--- src/rtl/apb_req_arbiter.sv ---
// rtl/apb_req_arbiter.sv - two-requester round-robin front end for an APB master
// Latches one command per grant, tracks completion/error/timeout and returns a done pulse.
module apb_req_arbiter #(
  parameter int TIMEOUT = 255
) (
  input  logic        pclk,
  input  logic        preset,
  input  logic        req0_i,
  input  logic        req1_i,
  input  logic        rw0_i,
  input  logic        rw1_i,
  input  logic [32:0] addr0_i,
  input  logic [32:0] addr1_i,
  input  logic [31:0] wdata0_i,
  input  logic [31:0] wdata1_i,
  output logic        transfer,
  output logic        Read_write,
  output logic [32:0] read_addr,
  output logic [32:0] write_addr,
  output logic [31:0] write_data,
  input  logic        psel,
  input  logic        penable,
  input  logic        pready,
  input  logic        PSlavErr,
  input  logic [31:0] readOut,
  output logic        done0_o,
  output logic        done1_o,
  output logic        err0_o,
  output logic        err1_o,
  output logic [31:0] rdata_o,
  output logic [1:0]  grant_o
);

  typedef enum logic [1:0] {
    IDLE        = 2'd0,
    ISSUE       = 2'd1,
    ACCESS_WAIT = 2'd2,
    RESP        = 2'd3
  } state_t;

  localparam logic [8:0] TIMEOUT_LIM = 9'(TIMEOUT);

  state_t      state_q, state_d;
  logic        ptr_q, ptr_d;
  logic [7:0]  cnt_q, cnt_d;
  logic        owner_q, owner_d;
  logic        rw_q, rw_d;
  logic [32:0] addr_q, addr_d;
  logic [31:0] wdata_q, wdata_d;
  logic        transfer_q, transfer_d;
  logic [1:0]  grant_q, grant_d;
  logic [1:0]  done_q, done_d;
  logic [1:0]  err_q, err_d;
  logic [31:0] rdata_q, rdata_d;

  logic        bus_done;
  logic        win;
  logic [1:0]  owner_oh;
  logic [32:0] win_addr;

  assign bus_done = psel & penable & pready;
  // Contention goes to the pointer; otherwise whoever is asking.
  assign win      = (req0_i & req1_i) ? ptr_q : req1_i;
  assign win_addr = win ? addr1_i : addr0_i;
  assign owner_oh = owner_q ? 2'b10 : 2'b01;

  always_comb begin
    state_d    = state_q;
    ptr_d      = ptr_q;
    cnt_d      = cnt_q;
    owner_d    = owner_q;
    rw_d       = rw_q;
    addr_d     = addr_q;
    wdata_d    = wdata_q;
    transfer_d = transfer_q;
    grant_d    = grant_q;
    done_d     = 2'b00;
    err_d      = 2'b00;
    rdata_d    = 32'd0;

    case (state_q)
      IDLE: begin
        cnt_d = 8'd0;
        if (req0_i | req1_i) begin
          owner_d = win;
          ptr_d   = ~win;
          rw_d    = win ? rw1_i : rw0_i;
          addr_d  = win_addr;
          wdata_d = win ? wdata1_i : wdata0_i;
          grant_d = win ? 2'b10 : 2'b01;
          if (win_addr[32]) begin
            state_d = RESP;
            done_d  = win ? 2'b10 : 2'b01;
            err_d   = win ? 2'b10 : 2'b01;
          end else begin
            state_d    = ISSUE;
            transfer_d = 1'b1;
          end
        end
      end
      ISSUE: begin
        cnt_d = 8'd0;
        if (PSlavErr) begin
          state_d    = RESP;
          transfer_d = 1'b0;
          done_d     = owner_oh;
          err_d      = owner_oh;
        end else begin
          state_d = ACCESS_WAIT;
        end
      end
      ACCESS_WAIT: begin
        cnt_d = cnt_q + 8'd1;
        if (PSlavErr) begin
          state_d    = RESP;
          transfer_d = 1'b0;
          done_d     = owner_oh;
          err_d      = owner_oh;
        end else if (bus_done) begin
          state_d    = RESP;
          transfer_d = 1'b0;
          done_d     = owner_oh;
          rdata_d    = rw_q ? readOut : 32'd0;
        end else if (({1'b0, cnt_q} + 9'd1) >= TIMEOUT_LIM) begin
          state_d    = RESP;
          transfer_d = 1'b0;
          done_d     = owner_oh;
          err_d      = owner_oh;
        end
      end
      RESP: begin
        state_d    = IDLE;
        transfer_d = 1'b0;
        grant_d    = 2'b00;
      end
      default: begin
        state_d    = IDLE;
        transfer_d = 1'b0;
        grant_d    = 2'b00;
      end
    endcase
  end

  always_ff @(posedge pclk or negedge preset) begin
    if (!preset) begin
      state_q    <= IDLE;
      ptr_q      <= 1'b0;
      cnt_q      <= 8'd0;
      owner_q    <= 1'b0;
      rw_q       <= 1'b1;
      addr_q     <= 33'd0;
      wdata_q    <= 32'd0;
      transfer_q <= 1'b0;
      grant_q    <= 2'b00;
      done_q     <= 2'b00;
      err_q      <= 2'b00;
      rdata_q    <= 32'd0;
    end else begin
      state_q    <= state_d;
      ptr_q      <= ptr_d;
      cnt_q      <= cnt_d;
      owner_q    <= owner_d;
      rw_q       <= rw_d;
      addr_q     <= addr_d;
      wdata_q    <= wdata_d;
      transfer_q <= transfer_d;
      grant_q    <= grant_d;
      done_q     <= done_d;
      err_q      <= err_d;
      rdata_q    <= rdata_d;
    end
  end

  assign transfer   = transfer_q;
  assign Read_write = rw_q;
  assign read_addr  = rw_q ? addr_q : 33'd0;
  assign write_addr = rw_q ? 33'd0 : addr_q;
  assign write_data = rw_q ? 32'd0 : wdata_q;
  assign grant_o    = grant_q;
  assign done0_o    = done_q[0];
  assign done1_o    = done_q[1];
  assign err0_o     = err_q[0];
  assign err1_o     = err_q[1];
  assign rdata_o    = rdata_q;

endmodule
--- config.mk ---
export PLATFORM = sky130hd
export DESIGN_NAME = apb_req_arbiter
export DESIGN_NICKNAME = d
export VERILOG_FILES = /design/src/rtl/apb_req_arbiter.sv
export SDC_FILE = /design/constraint.sdc
export NUM_CORES = 1
export LEC_CHECK = 0
export ABC_AREA = 1
export BUFFER_PORTS_ARGS = -buffer_cell sky130_fd_sc_hd__buf_4
export CAP_MARGIN = 20
export CORE_AREA = 2 2 119 121
export DETAILED_ROUTE_END_ITERATION = 10
export DIE_AREA = 0 0 121 123
export HOLD_SLACK_MARGIN = 0.12
export PLACE_DENSITY = 0.78
export SLEW_MARGIN = 30
export SYNTH_ARGS = -nofsm -noshare
export SYNTH_HDL_FRONTEND = slang
export SYNTH_SLANG_ARGS = --single-unit
--- constraint.sdc ---
create_clock -name pclk -period 5.2 [get_ports pclk]
set_clock_uncertainty 0.1 [all_clocks]
set_input_delay 0 -clock pclk [delete_from_list [all_inputs] [get_ports pclk]]
set_output_delay 0 -clock pclk [all_outputs]
set_load 0.01 [all_outputs]
======== Word level (Yosys, flattened, before mapping) ========
Index checks and enable logic that the tools add are counted.
storage, ports and cells
  bits in registers ....................... 117
  logic and storage cells ................. 75
cells by class
  bitwise operators ....................... 5
  multiplexer cells ....................... 40
  add/sub/neg operators ................... 2
  eq/ne operators ......................... 7
  reductions and logical operators ........ 8
  order comparisons ....................... 1
operators with widths
  operator                                                                              count
  32-bit 2-to-1 mux                                                                     6
  33-bit 2-to-1 mux                                                                     3
  2-bit 2-to-1 mux                                                                      16
  8-bit one-hot mux with 2 select lines                                                 1
  2-bit one-hot mux with 3 select lines                                                 2
  8-bit by 1-bit adder with 9-bit output (second input constant)                        1
  9-bit by 8-bit greater-or-equal comparator with 1-bit output (second input constant)  1
  1-bit 2-to-1 mux                                                                      9
  8-bit by 1-bit adder with 8-bit output (second input constant)                        1
  2-bit one-hot mux with 4 select lines                                                 1
  2-bit != test (second input constant)                                                 3
  2-bit AND reduction                                                                   3
  2-bit == test (second input constant)                                                 2
  4-bit != test (second input constant)                                                 1
  1-bit one-hot mux with 4 select lines                                                 1
  2-bit one-hot mux with 2 select lines                                                 1
  4-bit AND reduction                                                                   1
  2-bit nonzero test                                                                    2
  1-bit AND                                                                             3
  2-bit by 1-bit == test with 1-bit output (second input constant)                      1
  2-bit zero test                                                                       1
  2-bit OR reduction                                                                    1
  1-bit NOT                                                                             1
  1-bit bitwise OR                                                                      1

======== Logic depth before layout (Yosys ltp) ========
Gate-level depths: netlist of run 1.
  depth in word-level cells ............... 6
  mapped depth ............................ 13
  gate-level depth less buffers ........... 13

======== Least setup slack after synthesis of run 1 ========
No wires, ideal clock.
  kind .................................... flip-flop to flip-flop
  from .................................... register state_q[0]
  to ...................................... register addr_q[0]
  stages on the path, launching flop included .. 9
  buffers on the path ..................... 2
  clock period less this slack ............ 1.802 ns
  arrival time ............................ 1.612 ns
  required time ........................... 5.010 ns
  setup slack ............................. 3.398 ns
  cells stage by stage .................... dfrtp_1 -> inv_1 -> ha_1 -> inv_2 -> nor2_2 -> buf_2 -> buf_2 -> nand3_1 -> o221ai_1
between the ends
  word-level cells in the longest chain between the ends .. 2
ends and longest elaborated chain
  item                           line  RTL
  start, declared                43    state_t state_q, state_d;
  start signal, assigned         159   state_q <= state_d;
  2-bit zero test                81    case (state_q)
  2-bit AND reduction (no line)  n/a
  end signal, assigned           164   addr_q <= addr_d;
  end, declared                  48    logic [32:0] addr_q, addr_d;
No other way between the ends.
A chain may end at the register's enable or synchronous reset.

======== Worst setup path after layout of run 1 ========
  from .................................... register state_q[0]
  to ...................................... register addr_q[12]
Same word-level chain as after synthesis.

==> impl_metrics.env, run 1 <==
export IMPL_yosysUniqueCellTypes=28
export IMPL_drtAntennaViolNets=0
export IMPL_slowest_stage="buf_4"
export IMPL_fmax_ghz=0.321
export IMPL_max_vdd_ir_drop_v=0.000306
export IMPL_fp_coreArea_sq_um=13600
export IMPL_status="complete, no violations"
export IMPL_wirelength_um=24600
export IMPL_worstPathMaxFanout=64
export IMPL_io_pin_count=310
export IMPL_grt_pass1_vias=7229
export IMPL_ys_ff_latch=117
export IMPL_synth_edf_count=0
export IMPL_cts_max_level=4
export IMPL_grt_ovfl_total=0
export IMPL_worstPathRequired_ns=5.45
export IMPL_ys_warn_count=0
export IMPL_layout_drive_gt1_share_pct=29.6
export IMPL_gp_congestion=0.818
export IMPL_hold_violations=0
export IMPL_leakage_nw=6.10
export IMPL_grt_pass1_wl_um=36800
export IMPL_synth_top_area_share_pct=49.1
export IMPL_yosys_area_top_type="dfrtp_1"
export IMPL_cp_arrival_ns=3.37
export IMPL_cts_tree="built"
export IMPL_ys_top_cells_by_count="inv_1, dfrtp_1, nor2_1"
export IMPL_synth_top_family_by_area="simple AND/OR/NAND/NOR gates"
export IMPL_ys_async_sr_fraction_pct=100
export IMPL_synth_simple_gate_area_share_pct=19.8
export IMPL_syn_area_sq_um=5910
export IMPL_stdcell_count=1419
export IMPL_syn_avg_cell_area_sq_um=7.92
export IMPL_drc_errors=0
export IMPL_syn_nets=927
export IMPL_rows=43
export IMPL_post_synth_top_count_cell="inv_1"
export IMPL_synth_mux_area_share_pct=0.169
export IMPL_drt_iter0_markers=535
export IMPL_cellPowerDensity_nw_per_um2=516
export IMPL_critical_path_top_delay_family="buffers and inverters"
export IMPL_grt_max_degree=102
export IMPL_synth_fa_ha_area_share_pct=1.69
export IMPL_relSlewSlack_pct=37.2
export IMPL_seq_area_frac_synth_pct=49.5
export IMPL_ys_flop_type="dfrtp_1"
export IMPL_clk_latency_ns=0.41
export IMPL_die_area_sq_um=14900
export IMPL_worst_setup_path_type="reg2reg"
export IMPL_synthTopCellsByArea="dfrtp_1, inv_1, o221ai_1"
export IMPL_path_buf_inv=4
export IMPL_route_vias_total=7217
export IMPL_cts_sinks=117
export IMPL_dp_final_hpwl_um=12900
export IMPL_viasPerCell=5.09
export IMPL_fin_crit_ns=3.12
export IMPL_portBuffers=309
export IMPL_grt_setup_unrepaired="false"
export IMPL_start_util_pct=43.4
export IMPL_final_nets=1404
export IMPL_first_pass_iters=7
export IMPL_numCtsBuffers=17
export IMPL_gr_usage_all_layers_pct=32.4
export IMPL_finalMaxSlewViolations=0
export IMPL_wl_per_cell_um=17.3
export IMPL_max_stage_delay_ns=0.60
export IMPL_die_h_um=123
export IMPL_synth_xor_area_share_pct=0
export IMPL_tightest_slew_ns=0.942
export IMPL_area_growth_pct=84.4
export IMPL_maxCapViolations=0
export IMPL_clk_pin_slew_ns=0.06
export IMPL_fin_crit_sh_pct=60.0
export IMPL_synth_cells=747
export IMPL_crit_chain="inv_1 > ha_1 > inv_2 > nor2_4 > buf_4 > nand3_1 > o221ai_1 > dlygate4sd3_1"
export IMPL_setup_tns_ns=0
export IMPL_cp_end_kind="flip-flop"
export IMPL_hold_slack_ns=0.0791
export IMPL_grt_antenna_before_repair=0
export IMPL_reg2reg_from="state_q[0]"
export IMPL_die_w_um=121
export IMPL_dp_cells=1199
export IMPL_synth_compound_area_share_pct=11.9
export IMPL_cts_buffer_depth=2
export IMPL_worstSetupStartpointType="flip-flop"
export IMPL_worstSetupStartpoint="state_q[0]"
export IMPL_cts_root_buffer_cell="clkbuf_16"
export IMPL_hp_class="in2async"
export IMPL_cts_resized=0
export IMPL_setup_violations=0
kinds of logic (layout without fill, tap and decap cells):
| logic type | after synthesis | count (layout) |
|---|---|---|
| simple gates | 269 | 269 |
| buf+inv | 262 | 752 |
| flops | 117 | 117 |
| compound gates | 90 | 90 |
| fa+ha+maj | 8 | 8 |
| mux | 1 | 1 |
| other cells | 0 | 2 |
layout by cell type, fill, tap and decap left out, types with 5 or more instances in the layout:
cell type / count
inv_2: 7
bufinv_16: 6
dlygate4sd3_1: 185
dfrtp_1: 116
o21ai_1: 10
inv_1: 212
nand2_1: 71
o221ai_1: 64
ha_1: 8
clkbuf_16: 17
nor2_1: 105
nand3_1: 74
buf_4: 314
o22ai_1: 5
nand4_1: 6
registers in the layout, summed over array words and instances, names as in the netlist:
name / count
Read_write: 1
grant_o: 2
addr_q: 33
owner_q: 1
ptr_q: 1
state_q: 2
wdata_q: 32
done_q: 2
transfer: 1
err_q: 2
rdata_o: 32
cnt_q: 8
metrics by stage:
step	util, %	instance area [sq um]	total power [mW]	setup WS, ns
after floorplan	-	5910	2.59	3.40
after global placement	61.3	8340	3.51	2.48
after detailed placement	61.3	8340	3.56	2.35
after CTS	79.8	10900	5.45	1.79
after global routing	80.1	10900	5.92	1.93
final	80.1	10900	5.63	2.08
report_power, final:
group / internal, mW / switching [mW] / leakage (nW)
registers: 1.23 / 0.256 / 1.50
clock network: 0.912 / 0.431 / 0.320
logic: 1.45 / 1.35 / 4.28
total: 3.58 / 2.04 / 6.10
worst paths after layout:
kind                       cells after the start  slack (ns)     endpoint
max in group asynchronous                      3        3.80   addr_q[18]
min in group pclk                              6        0.21  rdata_o[29]
setup / recovery                               8        2.08   addr_q[12]
hold reg to reg                                2        0.38     transfer
setup reg to reg                               8        2.08   addr_q[12]
hold / removal                                 2        0.08   rdata_o[6]
cell type report:
type | count | area (sq um)
repair buffers | 501 | 4250
clock inverters | 12 | 226
clock buffers | 20 | 447
fillers | 768 | 2710
flip-flops and latches | 117 | 2930
diodes | 2 | 5.00
inverters | 219 | 822
well taps | 180 | 225
multi-input cells | 368 | 2000
repair_timing:
item                                   4_1_cts  5_1_grt
endpoints found under the hold margin      176        0
hold buffers                               185        0
setup buffers                                0        0
metal layers:
| metal | global-route usage, % | vias to the layer above | share of wire (%) |
|---|---|---|---|
| met5 | 0 | - | 0 |
| met3 | 8.03 | 88 | 8.0 |
| li1 | - | 3286 | - |
| met2 | 56.8 | 403 | 51 |
| met1 | 35.9 | 3440 | 36 |
| met4 | 18.2 | 0 | 4.7 |
(Power assumes the default switching activity.)
==> run 2, diff against run 1 <==
--- a/config.mk
+++ b/config.mk
@@ -5,14 +5,14 @@
 export SDC_FILE = /design/constraint.sdc
 export NUM_CORES = 1
 export LEC_CHECK = 0
-export ABC_AREA = 1
+export ABC_AREA = 0
 export BUFFER_PORTS_ARGS = -buffer_cell sky130_fd_sc_hd__buf_4
 export CAP_MARGIN = 20
-export CORE_AREA = 2 2 119 121
+export CORE_MARGIN = 1.5
+export CORE_UTILIZATION = 40
 export DETAILED_ROUTE_END_ITERATION = 10
-export DIE_AREA = 0 0 121 123
 export HOLD_SLACK_MARGIN = 0.12
-export PLACE_DENSITY = 0.78
+export PLACE_DENSITY = 0.76
 export SLEW_MARGIN = 30
 export SYNTH_ARGS = -nofsm -noshare
 export SYNTH_HDL_FRONTEND = slang
==> constraint.sdc (replaced) <==
create_clock -name pclk -period 2.8 [get_ports pclk]
set_clock_uncertainty 0.1 [all_clocks]
set_input_delay 0 -clock pclk [delete_from_list [all_inputs] [get_ports pclk]]
set_output_delay 0 -clock pclk [all_outputs]
set_load 0.01 [all_outputs]
==> run 2 against run 1 <==
Effect of this change: the run now ends with DRC left; critical path depth is 1 lower; combinational power is 81% higher; via count is 9.8% lower; register-to-register slack worse by 1.9 ns; cell count is 16% lower; utilization is 2.2 points lower; sequential share of layout area is 1.2 points higher; power is 78% higher; critical endpoint is now addr_q[8]; largest cell class unchanged; largest power group unchanged.
==> impl_metrics.env, run 2 <==
export IMPL_status="complete, but fails checks"
export IMPL_failed_checks="DRC"
export IMPL_pwr_share_seq_pct=26.9
export IMPL_clk_latency_ns=0.42
export IMPL_start_util_pct=41.4
export IMPL_worstSetupStartpoint="state_q[0]"
export IMPL_fmax_ghz=0.376
export IMPL_grt_max_degree=101
export IMPL_yosys_area_top_type="dfrtp_1"
export IMPL_grt_antenna_before_repair=0
export IMPL_first_pass_iters=11
export IMPL_io_pin_count=310
export IMPL_finalMaxSlewViolations=0
export IMPL_r2r_end="addr_q[8]"
export IMPL_fill_cells=767
export IMPL_p_sw_mw=3.42
export IMPL_fin_crit_sh_pct=94.9
export IMPL_largest_reg_flops=33
export IMPL_syn_nets=715
export IMPL_fp_coreArea_sq_um=13400
export IMPL_relSlewSlack_pct=47.8
export IMPL_wl_per_cell_um=19.8
export IMPL_viasPerCell=5.48
export IMPL_r2r_cells=7
export IMPL_antenna_cells=0
export IMPL_power_mw=9.99
export IMPL_rows=42
export IMPL_ys_top_cells_by_count="dfrtp_1, inv_1, a222oi_1, nor2b_1, and2_1"
export IMPL_cp_arrival_ns=2.86
export IMPL_cts_max_level=4
export IMPL_setup_tns_ns=0
export IMPL_grt_setup_unrepaired="false"
export IMPL_gr_usage_all_layers_pct=32.2
export IMPL_worstSetupStartpointType="flip-flop"
export IMPL_die_h_um=121
export IMPL_drt_iter0_markers=847
export IMPL_syn_area_sq_um=5550
export IMPL_grt_ovfl_total=0
export IMPL_leakage_nw=5.35
export IMPL_ys_ff_latch=117
export IMPL_ys_flop_type="dfrtp_1"
export IMPL_synth_cells=535
export IMPL_grt_pass1_wl_um=36000
export IMPL_synth_edf_count=0
export IMPL_fin_crit_ns=2.66
export IMPL_gp_congestion=0.882
export IMPL_maxCapViolations=0
export IMPL_seq_area_frac_synth_pct=52.8
export IMPL_final_nets=1184
export IMPL_synthTopCellsByArea="dfrtp_1, a222oi_1, nor2b_1"
export IMPL_cellPowerDensity_nw_per_um2=957
export IMPL_wirelength_um=23500
export IMPL_comb_power_share_pct=50.8
export IMPL_die_area_sq_um=14600
export IMPL_cts_root_buffer_cell="clkbuf_16"
export IMPL_power_share_clock_pct=22.3
export IMPL_ys_warn_count=0
export IMPL_cp_end_kind="flip-flop"
export IMPL_synth_top_area_share_pct=52.3
export IMPL_area_growth_pct=88.1
export IMPL_tightest_slew_ns=0.783
export IMPL_route_vias_total=6510
export IMPL_syn_avg_cell_area_sq_um=10.4
export IMPL_post_synth_top_count_cell="dfrtp_1"
export IMPL_switching_share_pct=34.3
export IMPL_cts_buffer_depth=2
export IMPL_p_int_mw=6.56
export IMPL_portBuffers=309
export IMPL_drc_errors=1
export IMPL_numCtsBuffers=17
export IMPL_hp_class="in2async"
export IMPL_worst_setup_path_type="reg2reg"
export IMPL_regMostFlops="addr_q"
export IMPL_clk_pin_slew_ns=0.05
export IMPL_cts_tree="built"
export IMPL_layout_drive_gt1_share_pct=35.3
export IMPL_die_w_um=121
export IMPL_reg2reg_from="state_q[0]"
export IMPL_reg2reg_slack_ns=0.14
export IMPL_setup_violations=0
export IMPL_yosysUniqueCellTypes=48
export IMPL_max_vdd_ir_drop_v=0.000587
export IMPL_final_cell_mix="buf_4, dlygate4sd3_1, dfrtp_1"
export IMPL_drtAntennaViolNets=0
export IMPL_final_common_cell="buf_4"
export IMPL_hold_violations=0
export IMPL_worstPathMaxFanout=29
export IMPL_grt_pass1_vias=6904
export IMPL_worstPathRequired_ns=3.00
export IMPL_dp_final_hpwl_um=13600
export IMPL_ys_async_sr_fraction_pct=100
export IMPL_cts_sinks=117
==> run 2: cell types whose count changed after synthesis, moves of 8 or more <==
| cell | before | now |
|---|---|---|
| inv_1 | 212 | 73 |
| nor2_1 | 105 | 9 |
| nand3_1 | 75 | 6 |
| a222oi_1 | 0 | 66 |
| nor2b_1 | 0 | 66 |
| and2_1 | 0 | 65 |
| o221ai_1 | 64 | 1 |
| nand2_1 | 72 | 18 |
| buf_2 | 10 | 2 |
==> run 2: power by group through the flow <==
stage	logic [mW]	clock network, mW	registers, mW
finish	5.07	2.23	2.69
global route	5.43	2.32	2.73
CTS	4.82	2.25	2.63
detailed placement	3.86	0	2.64
global placement	3.71	0	2.62
floorplan	2.17	0	2.51
==> run 2: how the worst max path moves through the flow <==
| stage | cells after the start | slack, ns | to |
|---|---|---|---|
| 3_3_place_gp | 8 | 0.48 | transfer |
| 3_5_place_dp | 8 | 0.37 | transfer |
| 6_report | 7 | 0.14 | addr_q[8] |
| 2_1_floorplan | 9 | 0.55 | transfer |
| 4_1_cts | 7 | 0.08 | wdata_q[26] |
| 5_1_grt | 7 | 0.05 | addr_q[8] |
==> run 2: what timing repair did <==
action / in CTS / in global routing
hold endpoints to repair: 166 / 0
endpoints found under the setup margin: 0 / 53
buffers inserted: 0 / 1
hold buffers: 173 / 0
gates resized for setup: 0 / 3
==> run 2: critical path, stage by stage (launching register included) <==
cell and delay (ns):
dfrtp_1 0.43, inv_1 0.17, ha_2 0.30, o21ai_4 0.17
buf_6 0.23, a222oi_1 0.46, dlygate4sd3_1 0.62, inv_1 0.05
==> run 2: cell type report <==
| type | instances | area, sq um | area share [%] |
|---|---|---|---|
| inverter | 73 | 274 | 2.62 |
| tap | 176 | 220 | 2.11 |
| clock inverter | 4 | 95.1 | 0.911 |
| sequential | 117 | 2930 | 28.1 |
| timing repair buffer | 492 | 4200 | 40.2 |
| clock buffer | 24 | 502 | 4.81 |
| multi-input combinational | 303 | 2220 | 21.3 |
==> run 2: through the flow <==
stage / hold WS (ns) / instances / cell area [sq um] / utilization, % / worst slack, ns
final: 0.0987 / 1189 / 10400 / 77.9 / 0.143
after global routing: 0.171 / 1189 / 10400 / 77.9 / 0.0523
after CTS: 0.128 / 1188 / 10400 / 77.8 / 0.0845
after detailed placement: 0.0130 / 987 / 8100 / 60.4 / 0.370
after global placement: 0.00331 / 986 / 8070 / 60.2 / 0.477
after floorplan: -0.396 / 535 / 5550 / - / 0.551
==> run 2: cells by family after synthesis <==
kind of cell,Yosys count,share of synthesized area (%)
muxes,7,1.35
adders and majority gates,8,1.80
DFF,117,52.8
AOI/OAI and AO/OA,105,16.6
buffers and inverters,115,7.89
and+or+nand+nor,183,19.6
==> run 2: metal layers <==
layer / GRT usage (%) / routed length [um]
met5: 0 / 0
met4: 18.1 / 1170
met3: 7.08 / 1620
met2: 57.3 / 12500
met1: 35.4 / 8240
